--- src/rtl/memd_port_arb.sv ---
// Data-memory port sequencer: in-order committed-store buffer drained into a shared 1-cycle SRAM, interleaved with loads.
// Optional store-to-load forwarding is compiled in with `define MEMD_ARB_FWD_EN.
module memd_port_arb #(
  parameter int unsigned STB_DEPTH     = 4,
  parameter int unsigned STARVE_MAX    = 3,
  parameter int unsigned MEMD_SIZE_LOG = 8,
  parameter int unsigned REG_LEN       = 32
) (
  input  logic                     clk,
  input  logic                     rst_n,
  input  logic                     ld_valid,
  input  logic [MEMD_SIZE_LOG-1:0] ld_addr,
  input  logic [3:0]               ld_tag,
  output logic                     ld_ready,
  output logic                     ld_resp_valid,
  output logic [3:0]               ld_resp_tag,
  output logic [REG_LEN-1:0]       ld_resp_data,
  input  logic                     ld_kill,
  input  logic                     st_valid,
  input  logic [MEMD_SIZE_LOG-1:0] st_addr,
  input  logic [REG_LEN-1:0]       st_data,
  output logic                     st_ready,
  input  logic                     drain,
  output logic                     stb_empty,
  output logic                     mem_en,
  output logic                     mem_we,
  output logic [MEMD_SIZE_LOG-1:0] mem_addr,
  output logic [REG_LEN-1:0]       mem_wdata,
  input  logic [REG_LEN-1:0]       mem_rdata
);

  localparam int unsigned IW = $clog2(STB_DEPTH);
  localparam int unsigned PW = IW + 1;
  localparam int unsigned SW = (STARVE_MAX > 0) ? $clog2(STARVE_MAX + 1) : 1;

  typedef enum logic [1:0] {
    GNT_IDLE,
    GNT_LOAD,
    GNT_DRAIN
  } gnt_e;

  gnt_e                     gnt;
  logic [PW-1:0]            head_q, head_d;
  logic [PW-1:0]            tail_q, tail_d;
  logic [PW-1:0]            count;
  logic [SW-1:0]            starve_q, starve_d;
  logic                     resp_valid_q, resp_valid_d;
  logic [3:0]               resp_tag_q, resp_tag_d;
  logic [MEMD_SIZE_LOG-1:0] stb_addr_q [STB_DEPTH];
  logic [REG_LEN-1:0]       stb_data_q [STB_DEPTH];
  logic                     full, empty, conflict, starve_max;
  logic                     push, pop, fwd_hit;

`ifdef MEMD_ARB_FWD_EN
  logic [REG_LEN-1:0]       fwd_data;
  logic                     resp_fwd_q;
  logic [REG_LEN-1:0]       resp_fwd_data_q;
`endif

  assign count      = tail_q - head_q;
  assign empty      = (head_q == tail_q);
  assign full       = (head_q[IW-1:0] == tail_q[IW-1:0]) && (head_q[IW] != tail_q[IW]);
  assign starve_max = (starve_q == SW'(STARVE_MAX));
  assign st_ready   = !full;
  assign stb_empty  = empty;

  // Walk entries oldest to youngest so the last match is the youngest store.
  always_comb begin
    conflict = 1'b0;
`ifdef MEMD_ARB_FWD_EN
    fwd_data = '0;
`endif
    for (int unsigned k = 0; k < STB_DEPTH; k++) begin
      if ((PW'(k) < count) &&
          (stb_addr_q[IW'(head_q[IW-1:0] + IW'(k))] == ld_addr)) begin
        conflict = 1'b1;
`ifdef MEMD_ARB_FWD_EN
        fwd_data = stb_data_q[IW'(head_q[IW-1:0] + IW'(k))];
`endif
      end
    end
  end

  always_comb begin
    gnt = GNT_IDLE;
    if (rst_n) begin
      if (!empty && (full || drain || starve_max || !ld_valid || conflict)) begin
        gnt = GNT_DRAIN;
      end else if (ld_valid && !drain) begin
        gnt = GNT_LOAD;
      end
    end
  end

`ifdef MEMD_ARB_FWD_EN
  // A conflicting load never needs the port, so it rides alongside the drain.
  assign fwd_hit = rst_n && ld_valid && !drain && conflict;
`else
  assign fwd_hit = 1'b0;
`endif

  always_comb begin
    mem_en    = 1'b0;
    mem_we    = 1'b0;
    mem_addr  = '0;
    mem_wdata = '0;
    ld_ready  = 1'b0;
    unique case (gnt)
      GNT_DRAIN: begin
        mem_en    = 1'b1;
        mem_we    = 1'b1;
        mem_addr  = stb_addr_q[head_q[IW-1:0]];
        mem_wdata = stb_data_q[head_q[IW-1:0]];
      end
      GNT_LOAD: begin
        mem_en   = 1'b1;
        mem_addr = ld_addr;
        ld_ready = 1'b1;
      end
      default: ;
    endcase
    if (fwd_hit) ld_ready = 1'b1;
  end

  assign push = st_valid && st_ready;
  assign pop  = (gnt == GNT_DRAIN);

  always_comb begin
    head_d = head_q + PW'(pop);
    tail_d = tail_q + PW'(push);

    starve_d = starve_q;
    if (pop || empty) begin
      starve_d = '0;
    end else if ((gnt == GNT_LOAD) && !starve_max) begin
      starve_d = starve_q + SW'(1);
    end

    resp_valid_d = ld_ready && !ld_kill;
    resp_tag_d   = ld_ready ? ld_tag : resp_tag_q;
  end

  always_ff @(posedge clk or negedge rst_n) begin
    if (!rst_n) begin
      head_q       <= '0;
      tail_q       <= '0;
      starve_q     <= '0;
      resp_valid_q <= 1'b0;
      resp_tag_q   <= '0;
    end else begin
      head_q       <= head_d;
      tail_q       <= tail_d;
      starve_q     <= starve_d;
      resp_valid_q <= resp_valid_d;
      resp_tag_q   <= resp_tag_d;
    end
  end

  always_ff @(posedge clk) begin
    if (push) begin
      stb_addr_q[tail_q[IW-1:0]] <= st_addr;
      stb_data_q[tail_q[IW-1:0]] <= st_data;
    end
  end

`ifdef MEMD_ARB_FWD_EN
  always_ff @(posedge clk or negedge rst_n) begin
    if (!rst_n) begin
      resp_fwd_q      <= 1'b0;
      resp_fwd_data_q <= '0;
    end else begin
      resp_fwd_q <= fwd_hit;
      if (fwd_hit) resp_fwd_data_q <= fwd_data;
    end
  end

  assign ld_resp_data = resp_fwd_q ? resp_fwd_data_q : mem_rdata;
`else
  assign ld_resp_data = mem_rdata;
`endif

  // A kill in the response cycle suppresses a response already registered.
  assign ld_resp_valid = resp_valid_q && !ld_kill;
  assign ld_resp_tag   = resp_tag_q;

endmodule
--- config.mk ---
export PLATFORM = sky130hd
export DESIGN_NAME = memd_port_arb
export DESIGN_NICKNAME = d
export VERILOG_FILES = /design/src/rtl/memd_port_arb.sv
export SDC_FILE = /design/constraint.sdc
export NUM_CORES = 1
export LEC_CHECK = 0
export ABC_CLOCK_PERIOD_IN_PS = 6970
export CAP_MARGIN = 10
export CORE_ASPECT_RATIO = 0.9
export CORE_MARGIN = 1.5
export CORE_UTILIZATION = 25
export CTS_CLUSTER_SIZE = 30
export DETAILED_ROUTE_END_ITERATION = 8
export GPL_TIMING_DRIVEN = 0
export HOLD_SLACK_MARGIN = 0.12
export MAX_ROUTING_LAYER = met4
export PLACE_DENSITY = 0.53
export SYNTH_ARGS = -nofsm -noshare
export SYNTH_HDL_FRONTEND = slang
export SYNTH_SLANG_ARGS = --single-unit
--- constraint.sdc ---
create_clock -name clk -period 6.97 [get_ports clk]
set_input_delay 1.394 -clock clk [delete_from_list [all_inputs] [get_ports clk]]
set_output_delay 1.394 -clock clk [all_outputs]
set_load 0.02 [all_outputs]
==> impl_results.md <==
* Reg2reg end: starve_q[1]
* Via count at 4509
* CP arrival at 5.13 ns
* Avg Inst Size Synth at 18.0 um2
* Worst reg2reg path depth at 14
* Setup ws final at 0.448 ns
* Slowest CP cell: clkdlybuf4s50_1
* Vias/cell at 4.34
* Worst r2r src: head_q[1]
* Final Hold Viols at 0
* Post-synthesis net count at 551
* Die Area at 33400 um2
* Syn Inst Count at 450
* Die X at 193 um
* Leading area contributor after synthesis: edfxtp_1
* Clock slew at reported path FFs at 0.07 ns
* Setup slack, reg-to-reg at 2.70 ns
* Min cycle time layout at 6.52 ns
* H-tree Lvls at 4
* Die height at 174 um
* PwrDens at 410 nW/um2
* Required @ worst endpoint at 5.58 ns
* Sequential area share after synthesis at 63.4%
* Worst Clk Skew at 0.00930 ns
* Synth unique cells at 37
* Top post-synthesis cells by area: edfxtp_1, mux4_2, dfrtp_1
* Resize count post-CTS at 0
* Core area at 31900 um2
* Crit. End Element: primary output
* Skew-Pair Late Insertion Delay at 0.44 ns
* Top cell type's share of synthesized area at 59.4%
* Routed wire length at 19100 um
* Detailed-route wire length per cell at 18.3 um
* Worst hold stages at 1
* Lkg Pwr at 3.64 nW
* Fin Setup TNS at 0 ns
* Yosys warnings at 0
* Cell mode on critical path: o21ai_1
* Post-CTS repair timing setup buffer count at 0
* Pins Over Slew Limit at 0
* Vias in the first global route at 4982
* Total power at 0.00437 W
* Worst-path maximum fanout at 10
* 1st-iter DRT viols at 229
* Synth Register Bits at 173
* Setup CP Type: flip-flop to primary output
* Initial antenna violation count at 0
* RD Place Congestion at 0.815
* Worst Tran Pin Value at 0.868 ns
* Port Buf Inserts at 131
* Synthesis-to-finish area growth at 31.9%
* Max Cap Viol at 0
* Peak supply drop at 0.000202 V
* Post-route DRC at 0
* Io pins at 172
* Post-DP HPWL at 13700 um
* Worst Setup Slack post-DPL at 0.760 ns
* Layout Nets at 712
* First-pass GRT wire length at 29000 um
* RSZ-0062 raised after global routing: no
* Total Routing Usage GR at 12.2%
* CP Launch Type: flip-flop
* # diodes at 0
* Starting density of the core at 25.4%
* Drt pass-1 iters at 4
* Status: finished clean
* Post-Syn Area at 8090 um2
* TritonCTS clock tree: built
* Longest Clk Path Bufs at 2
* Rel. slew slack at 41.8%
* Grt total ovfl at 0
* Hold EP: ld_resp_tag[2]
* Num CTS Buffers at 17
* Period utilisation layout at 93.6%
* Cell Rows at 62
* Clock sinks at 173
* Worst Hold Class: flip-flop to flip-flop
* Crit path cell chain: clkbuf_8 > buf_2 > inv_1 > fa_1 > xnor2_1 > a2111oi_2 > o21ai_1 > o21ai_1 > o31ai_2 > nand4b_1 > ha_1 > clkbuf_1 > a22oi_1 > nor2_1 > clkdlybuf4s50_1
* CP max stage delay at 0.62 ns
* Final Setup Violations at 0
* Hold Startpoint: ld_resp_tag[2]
* Fillers at 3091
* Largest net degree at the start of global routing at 24
* Post-route ant nets at 0
* Achievable frequency at 153 MHz
* Root Buffer Master: clkbuf_16
* Share of layout cells above drive strength 1 at 24.0%
* Cts hold-fix bufs at 0
-- worst max-delay path: cells and delay by family, from the launching register on --
family                   cells  cell delay [ns]
adder cells (fa/ha/maj)      2             0.95
flip-flops                   1             0.37
AO/OA/AOI/OAI                5             1.01
buffers and inverters        5             1.89
XOR/XNOR                     1             0.20
AND/OR/NAND/NOR              2             0.25
-- Yosys cell counts (all sizes together) --
master   instances
mux2             4
clkbuf          16
nand4b           1
o31ai            1
buf             44
ha              10
a211oi           1
or2              1
fa               1
inv              8
and3             1
and4b            1
nand2            2
nor4bb           1
nor2            11
o21ai            5
mux2i            9
nand3            3
edfxtp         160
mux4            58
xnor2           19
xor2            21
dfrtp           13
nand4            2
nor3             9
nor2b            3
a2111oi          1
and2            33
nor4             3
a22oi            8
-- sequential cells by signal (all words and copies together) (netlist names) --
signal,flops
resp_valid_q,1
stb_addr_q,32
starve_q,2
ld_resp_tag,4
head_q,3
stb_data_q,128
tail_q,3
-- through the flow --
stage | utilization, % | hold slack (ns) | cell area [um2] | instances
after detailed placement | 31.6 | 0.499 | 10100 | 1008
after global placement | 31.1 | 0.492 | 9920 | 997
after global routing | 33.5 | 0.528 | 10700 | 1040
after floorplan | - | 0.495 | 8090 | 450
final | 33.5 | 0.510 | 10700 | 1040
after CTS | 33.5 | 0.515 | 10700 | 1040
-- layer usage --
metal,up-vias,wire (um),GRT usage [%]
met5,-,0,-
met4,0,247,3.75
met3,20,1300,3.32
met2,152,9240,19.3
met1,2282,8260,15.1
li1,2055,-,-
-- kinds of logic (layout without fill, tap and decap cells) --
kind of cell,after synthesis,in the layout,synth area share (%)
multiplexers,71,71,18.2
adder cells (fa/ha/maj),11,11,1.79
XOR/XNOR,40,40,4.33
AO/OA/AOI/OAI,16,16,1.55
buffers and inverters,68,242,5.66
flip-flops,173,173,63.4
AND/OR/NAND/NOR,71,71,5.03
-- report_power, final --
group	total [W]	internal [W]	switching, W	leakage [nW]
combinational	0.00195	0.000942	0.00101	1.73
clock	0.000930	0.000477	0.000453	0.283
sequential	0.00149	0.00140	0.0000877	1.63
-- cells in the final DEF, fill, tap and decap left out, types with 9 or more instances in the layout --
cell type / instances
clkbuf_1: 14
mux4_2: 50
clkdlybuf4s50_1: 131
dfrtp_1: 13
ha_1: 10
nor2_1: 9
clkbuf_16: 17
xor2_1: 21
edfxtp_1: 160
mux2i_1: 9
buf_6: 10
xnor2_1: 19
buf_4: 36
and2_1: 33
-- cell type report --
| type | count | area (um2) | area share [%] |
|---|---|---|---|
| flip-flops and latches | 173 | 5130 | 48.1 |
| multi-input cells | 209 | 2520 | 23.7 |
| repair buffers | 142 | 1460 | 13.7 |
| well taps | 416 | 520 | 4.88 |
| plain buffers | 60 | 428 | 4.01 |
| clock buffers | 17 | 425 | 3.99 |
| clock inverters | 15 | 154 | 1.44 |
| inverters | 8 | 30.0 | 0.281 |
-- worst max-delay path by stage --
stage | end | slack [ns] | cells past startpoint | from
after CTS | mem_addr[3] | 0.39 | 15 | head_q[1]
after detailed placement | mem_addr[0] | 0.76 | 10 | drain
after global routing | mem_addr[6] | 0.14 | 15 | head_q[1]
after floorplan | mem_addr[0] | 1.96 | 11 | ld_addr[7]
final | mem_addr[1] | 0.45 | 15 | head_q[1]
after global placement | stb_data_q[1][3] | -1.11 | 3 | st_valid
Note: power is estimated with default switching activity, not from simulation.
